[config.mk]
export PLATFORM = sky130hd
export DESIGN_NAME = dmem_lsu
export DESIGN_NICKNAME = d
export VERILOG_FILES = /design/src/rtl/dmem_lsu.sv
export SDC_FILE = /design/constraint.sdc
export NUM_CORES = 1
export LEC_CHECK = 0
export ABC_CLOCK_PERIOD_IN_PS = 4800
export CORE_MARGIN = 2
export CORE_UTILIZATION = 30
export DETAILED_ROUTE_END_ITERATION = 7
export HOLD_SLACK_MARGIN = 0.1
export MAX_ROUTING_LAYER = met4
export PLACE_DENSITY = 0.6
export SKIP_LAST_GASP = 1
export SYNTH_ARGS = -nofsm -noshare
export SYNTH_HDL_FRONTEND = slang
export SYNTH_SLANG_ARGS = --single-unit
[constraint.sdc]
create_clock -name CLK -period 4.8 [get_ports CLK]
set_input_delay 1.44 -clock CLK [delete_from_list [all_inputs] [get_ports CLK]]
set_output_delay 1.44 -clock CLK [all_outputs]
set_load 0.02 [all_outputs]
[src/rtl/dmem_lsu.sv]
// dmem_lsu: load/store unit between the MEM stage and a word-wide data memory.
// Accesses dmem only as aligned words; byte/half loads are extracted and
// extended here, and SB/SH are performed as read-modify-write.
module dmem_lsu #(
    parameter int unsigned XLEN      = 32,
    parameter bit          BADF3_ERR = 1'b1
) (
    input  logic            CLK,
    input  logic            RST,
    input  logic            req_valid,
    output logic            req_ready,
    input  logic            req_we,
    input  logic [2:0]      req_funct3,
    input  logic [XLEN-1:0] req_addr,
    input  logic [XLEN-1:0] req_wdata,
    output logic            rsp_valid,
    input  logic            rsp_ready,
    output logic [XLEN-1:0] rsp_rdata,
    output logic            rsp_err,
    output logic [XLEN-1:0] mem_addr,
    output logic [XLEN-1:0] mem_wdata,
    output logic [2:0]      mem_ctrl,
    output logic            mem_wen,
    input  logic [XLEN-1:0] mem_rdata
);

    localparam logic [2:0] S_IDLE  = 3'd0;
    localparam logic [2:0] S_LOAD  = 3'd1;
    localparam logic [2:0] S_MERGE = 3'd2;
    localparam logic [2:0] S_WRITE = 3'd3;
    localparam logic [2:0] S_RESP  = 3'd4;

    logic [2:0]  state;
    logic        r_we;
    logic [2:0]  r_f3;
    logic [1:0]  r_off;
    logic [15:0] r_wdata;

    logic        f3_legal;
    logic [2:0]  eff_f3;
    logic        misaligned;
    logic        req_err;
    logic [7:0]  ld_byte;
    logic [15:0] ld_half;
    logic [XLEN-1:0] ld_data;
    logic [XLEN-1:0] merged;

    assign req_ready = (state == S_IDLE);
    assign rsp_valid = (state == S_RESP);
    assign mem_wen   = (state == S_WRITE);
    assign mem_ctrl  = 3'b010;

    // Decode the incoming request: legality, effective width and alignment.
    always_comb begin
        f3_legal = 1'b0;
        if (req_we) begin
            f3_legal = (req_funct3 == 3'b000) || (req_funct3 == 3'b001) ||
                       (req_funct3 == 3'b010);
        end else begin
            f3_legal = (req_funct3 == 3'b000) || (req_funct3 == 3'b001) ||
                       (req_funct3 == 3'b010) || (req_funct3 == 3'b100) ||
                       (req_funct3 == 3'b101);
        end
        // Illegal funct3 degrades to a word access when not flagged as an error.
        eff_f3     = f3_legal ? req_funct3 : 3'b010;
        misaligned = ((eff_f3[1:0] == 2'b01) && req_addr[0]) ||
                     ((eff_f3[1:0] == 2'b10) && (req_addr[1:0] != 2'b00));
        req_err    = misaligned || (!f3_legal && BADF3_ERR);
    end

    // Lane extraction for loads and lane replacement for sub-word stores.
    always_comb begin
        ld_byte = mem_rdata[8*r_off +: 8];
        ld_half = r_off[1] ? mem_rdata[31:16] : mem_rdata[15:0];
        unique case (r_f3)
            3'b000:  ld_data = {{(XLEN-8){ld_byte[7]}}, ld_byte};
            3'b001:  ld_data = {{(XLEN-16){ld_half[15]}}, ld_half};
            3'b100:  ld_data = {{(XLEN-8){1'b0}}, ld_byte};
            3'b101:  ld_data = {{(XLEN-16){1'b0}}, ld_half};
            default: ld_data = mem_rdata;
        endcase
        merged = mem_rdata;
        if (r_f3[0]) begin
            if (r_off[1]) merged[31:16] = r_wdata;
            else          merged[15:0]  = r_wdata;
        end else begin
            merged[8*r_off +: 8] = r_wdata[7:0];
        end
    end

    // Sequencer and all registered outputs.
    always_ff @(posedge CLK or posedge RST) begin
        if (RST) begin
            state     <= S_IDLE;
            r_we      <= 1'b0;
            r_f3      <= 3'b000;
            r_off     <= 2'b00;
            r_wdata   <= '0;
            mem_addr  <= '0;
            mem_wdata <= '0;
            rsp_rdata <= '0;
            rsp_err   <= 1'b0;
        end else begin
            case (state)
                S_IDLE: begin
                    if (req_valid) begin
                        r_we      <= req_we;
                        r_f3      <= eff_f3;
                        r_off     <= req_addr[1:0];
                        r_wdata   <= req_wdata[15:0];
                        mem_addr  <= {req_addr[XLEN-1:2], 2'b00};
                        rsp_rdata <= '0;
                        rsp_err   <= 1'b0;
                        if (req_err) begin
                            rsp_err <= 1'b1;
                            state   <= S_RESP;
                        end else if (!req_we) begin
                            state <= S_LOAD;
                        end else if (eff_f3 == 3'b010) begin
                            mem_wdata <= req_wdata;
                            state     <= S_WRITE;
                        end else begin
                            state <= S_MERGE;
                        end
                    end
                end
                S_LOAD: begin
                    rsp_rdata <= r_we ? '0 : ld_data;
                    state     <= S_RESP;
                end
                S_MERGE: begin
                    mem_wdata <= merged;
                    state     <= S_WRITE;
                end
                S_WRITE: begin
                    rsp_err   <= 1'b0;
                    rsp_rdata <= '0;
                    state     <= S_RESP;
                end
                S_RESP: begin
                    if (rsp_ready) state <= S_IDLE;
                end
                default: state <= S_IDLE;
            endcase
        end
    end

endmodule

==> flow_summary.rst <==
.. list-table::
   :header-rows: 1

   * - Metric
     - Value
   * - Final clock skew
     - 0.00563 ns
   * - Area occupied by multi-input gates
     - 3200 µm²
   * - CTS H-Tree Depth
     - 4
   * - Max frequency
     - 0.299 GHz
   * - Number of flops mapped to enable cells by yosys
     - 0
   * - Cell depth of the worst hold path
     - 2
   * - Share of the cycle needed by the critical path after routing
     - 0.696
   * - Number of global-route vias before repair
     - 5482
   * - Final routed wirelength across all metal layers
     - 21800 µm
   * - Sort of element at the start of the critical path
     - flip-flop
   * - FF+latch area
     - 3010 µm²
   * - Max-Slew Margin vs Limit
     - 0.200
   * - Overflow left after global routing
     - 0
   * - Launch point of the worst hold path
     - rsp_rdata[5]
   * - Number of I/O pins
     - 207
   * - Setup repair after global routing missed its margin
     - no
   * - Proportion of synthesized chip area in sequential cells
     - 0.459
   * - Per-cell via count in the routed design
     - 5.22
   * - Count of final setup violators
     - 0
   * - Actual slew at the worst max-slew pin
     - 1.20 ns
   * - Ratio of cells with drive above 1 in the final layout
     - 0.191
   * - CTS Hold Bufs
     - 0
   * - Beginning of the critical path
     - state[2]
   * - Post-route DRC violation count
     - 0
   * - Initial antenna violation count
     - 2
   * - Post-layout nets
     - 868
   * - Register-to-Register Path Depth
     - 5
   * - Die outline area
     - 23000 µm²
   * - Relative area change from synthesis to final layout
     - 42.5%
   * - Longest Clk Path Bufs
     - 2
   * - Count of clock tree sinks
     - 120
   * - Cell with the largest stage delay on the worst path
     - sky130_fd_sc_hd__clkdlybuf4s50_1
   * - Number of filler cells placed in the layout
     - 2068
   * - Cells taking the most area after synthesis
     - sky130_fd_sc_hd__dfrtp_1 46%, sky130_fd_sc_hd__mux2_2 14%, sky130_fd_sc_hd__mux2i_1 5.7%
   * - DRC marker count from the first detailed-route iteration
     - 441
   * - Starting density of the core
     - 0.302
   * - Area of the mapped netlist
     - 6540 µm²
   * - Async set-reset flop share out of synthesis
     - 1.00
   * - Post-synthesis register bit count
     - 120
   * - Portion of synthesized cell area occupied by the leading cell type
     - 0.459
   * - Floorplan row count
     - 54
   * - Reported leakage power
     - 3.81 nW
   * - Worst Setup End Kind
     - primary output
   * - Worst path cell trace
     - inv_1, and3_2, clkdlybuf4s50_1
   * - Areal power density over the cells
     - 677 nW/µm²
   * - CTS tree
     - done
   * - First-pass GRT wire length
     - 32300 µm
   * - Most area-hungry cell type in the Yosys netlist
     - sky130_fd_sc_hd__dfrtp_1
   * - Maximum number of pins on one net before global-route repair
     - 73
   * - Combined global-route utilization of all metal layers
     - 0.195
   * - Critical path data required time
     - 3.36 ns
   * - Longest individual stage delay on the worst path
     - 0.61 ns
   * - Yosys warning count
     - 0
   * - Worst Path Arrival
     - 1.90 ns
   * - Worst min-delay path category
     - flip-flop to flip-flop
   * - CTS clock-pin slew for the worst setup and hold paths
     - 0.05 ns
   * - Unique masters post-synth
     - 41
   * - Final GP Congestion
     - 0.812
   * - Post-synth top flop
     - sky130_fd_sc_hd__dfrtp_1
   * - Final total negative setup slack
     - 0 ns
   * - Synth Area per Inst
     - 11.4 µm²
   * - Max VDD drop
     - 0.341 mV
   * - Final hold viol count
     - 0
   * - Drt pass-1 iters
     - 5
   * - Area inside the core boundary
     - 21600 µm²
   * - HPWL after detailed placement
     - 15900 µm
   * - Number of gates resized after CTS
     - 0
   * - Routed Antenna Nets
     - 0
   * - Final Critical Period
     - 3.34 ns
   * - Startpoint of the worst register-to-register path
     - r_off[1]
   * - Height of the die
     - 152 µm
   * - Worst setup path class
     - flip-flop to primary output
   * - Number of violations of the max-capacitance limit
     - 0
   * - Biggest fanout along the worst timing path
     - 8
   * - Final Slew Violations
     - 0
   * - Top library cells by usage in the layout, fill and taps aside
     - 201 x sky130_fd_sc_hd__clkdlybuf4s50_1, 118 x sky130_fd_sc_hd__dfrtp_1, 84 x sky130_fd_sc_hd__mux2_2, 40 x sky130_fd_sc_hd__a21oi_1, 38 x sky130_fd_sc_hd__nand2_1
   * - Wire length per cell
     - 20.7 µm
   * - X dimension of the die
     - 152 µm
   * - Via count
     - 5496
   * - Hold_ws
     - 0.474 ns
   * - Most common library cell in the layout ignoring fill and taps
     - sky130_fd_sc_hd__clkdlybuf4s50_1
   * - Number of buffers inserted during clock tree synthesis
     - 17
   * - Post-CTS setup repair buffer count
     - 0
   * - Count of buffers inserted at the top-level ports
     - 201
   * - Synthesized instance count
     - 575
   * - Later-pin clock latency in the skew report
     - 0.42 ns
   * - Result of the run
     - completed
   * - Root cell of the clock tree
     - sky130_fd_sc_hd__clkbuf_16
==> layout make-up <==
type                       instances  area share
inverter                          11     0.00470
multi-input combinational        394       0.343
timing repair buffer             215       0.227
tap                              280      0.0376
clock inverter                     8      0.0129
sequential                       120       0.323
antenna                            2    0.000537
clock buffer                      23      0.0513
==> final timing paths <==
check | endpoint | slack (ns)
worst max-delay path | mem_wen | 1.46
worst min-delay path | rsp_rdata[5] | 0.47
worst max register to register | rsp_rdata[15] | 2.21
worst min register to register | rsp_rdata[5] | 0.47
max in group asynchronous | r_wdata[12] | 2.54
min in group asynchronous | mem_addr[10] | 1.47
==> metal layers <==
layer	share of wire	global-route usage	routed length [µm]
met2	0.46	0.295	9940
met4	0.016	0.0574	358
met5	0	-	0
met3	0.092	0.0596	2010
met1	0.44	0.253	9530
==> power by group <==
part / internal, mW / switching, mW / total, mW / leakage, nW
sequential: 1.48 / 0.509 / 1.99 / 1.48
clock: 0.852 / 0.472 / 1.32 / 0.289
combinational: 1.55 / 1.45 / 3.00 / 2.04
total: 3.88 / 2.43 / 6.31 / 3.81
==> sequential cells by signal (all words and copies together), names as in the netlist <==
register,flops
r_f3,3
mem_addr,30
mem_wdata,32
r_wdata,16
state,3
rsp_err,1
r_off,2
r_we,1
rsp_rdata,32
==> worst max-delay path: cells and delay by family (launching register included) <==
kind,cells,cell delay (ns)
simple gates,1,0.21
flops,1,0.47
buf+inv,2,0.79
==> Yosys cell counts, types with 5 or more instances <==
master / count
sky130_fd_sc_hd__mux2i_1: 37
sky130_fd_sc_hd__mux2_2: 84
sky130_fd_sc_hd__buf_4: 6
sky130_fd_sc_hd__nor2b_1: 17
sky130_fd_sc_hd__a221o_1: 24
sky130_fd_sc_hd__o21ai_0: 7
sky130_fd_sc_hd__clkbuf_1: 19
sky130_fd_sc_hd__o22ai_1: 7
sky130_fd_sc_hd__a22o_1: 33
sky130_fd_sc_hd__ha_1: 5
sky130_fd_sc_hd__nand2b_1: 10
sky130_fd_sc_hd__nor2_1: 13
sky130_fd_sc_hd__a221o_2: 9
sky130_fd_sc_hd__inv_1: 11
sky130_fd_sc_hd__a21oi_1: 40
sky130_fd_sc_hd__buf_2: 14
sky130_fd_sc_hd__buf_6: 9
sky130_fd_sc_hd__nand2_1: 38
sky130_fd_sc_hd__dfrtp_1: 120
sky130_fd_sc_hd__o31ai_1: 36
sky130_fd_sc_hd__nor3_1: 6
==> kinds of logic (layout without fill, tap and decap cells) <==
family | after synthesis | after routing | synth area share
mux | 123 | 123 | 0.207
other cells | 2 | 7 | 0.00115
buf+inv | 64 | 257 | 0.0549
fa+ha+maj | 5 | 5 | 0.00957
simple gates | 97 | 97 | 0.0773
flops | 120 | 120 | 0.459
compound gates | 164 | 164 | 0.191
==> metrics by stage <==
| stage | setup WS, ns | power, mW | cells | instance area (µm²) | utilization |
|---|---|---|---|---|---|
| detailed placement | 1.13 | 5.01 | 1020 | 8720 | 0.403 |
| global placement | 1.18 | 4.98 | 1020 | 8720 | 0.403 |
| global route | 1.36 | 6.67 | 1053 | 9320 | 0.431 |
| floorplan | 0.174 | 3.74 | 578 | 6550 | - |
| CTS | 1.44 | 6.36 | 1051 | 9310 | 0.431 |
| finish | 1.46 | 6.31 | 1053 | 9320 | 0.431 |
No activity file was read; power rests on OpenSTA's default activity.
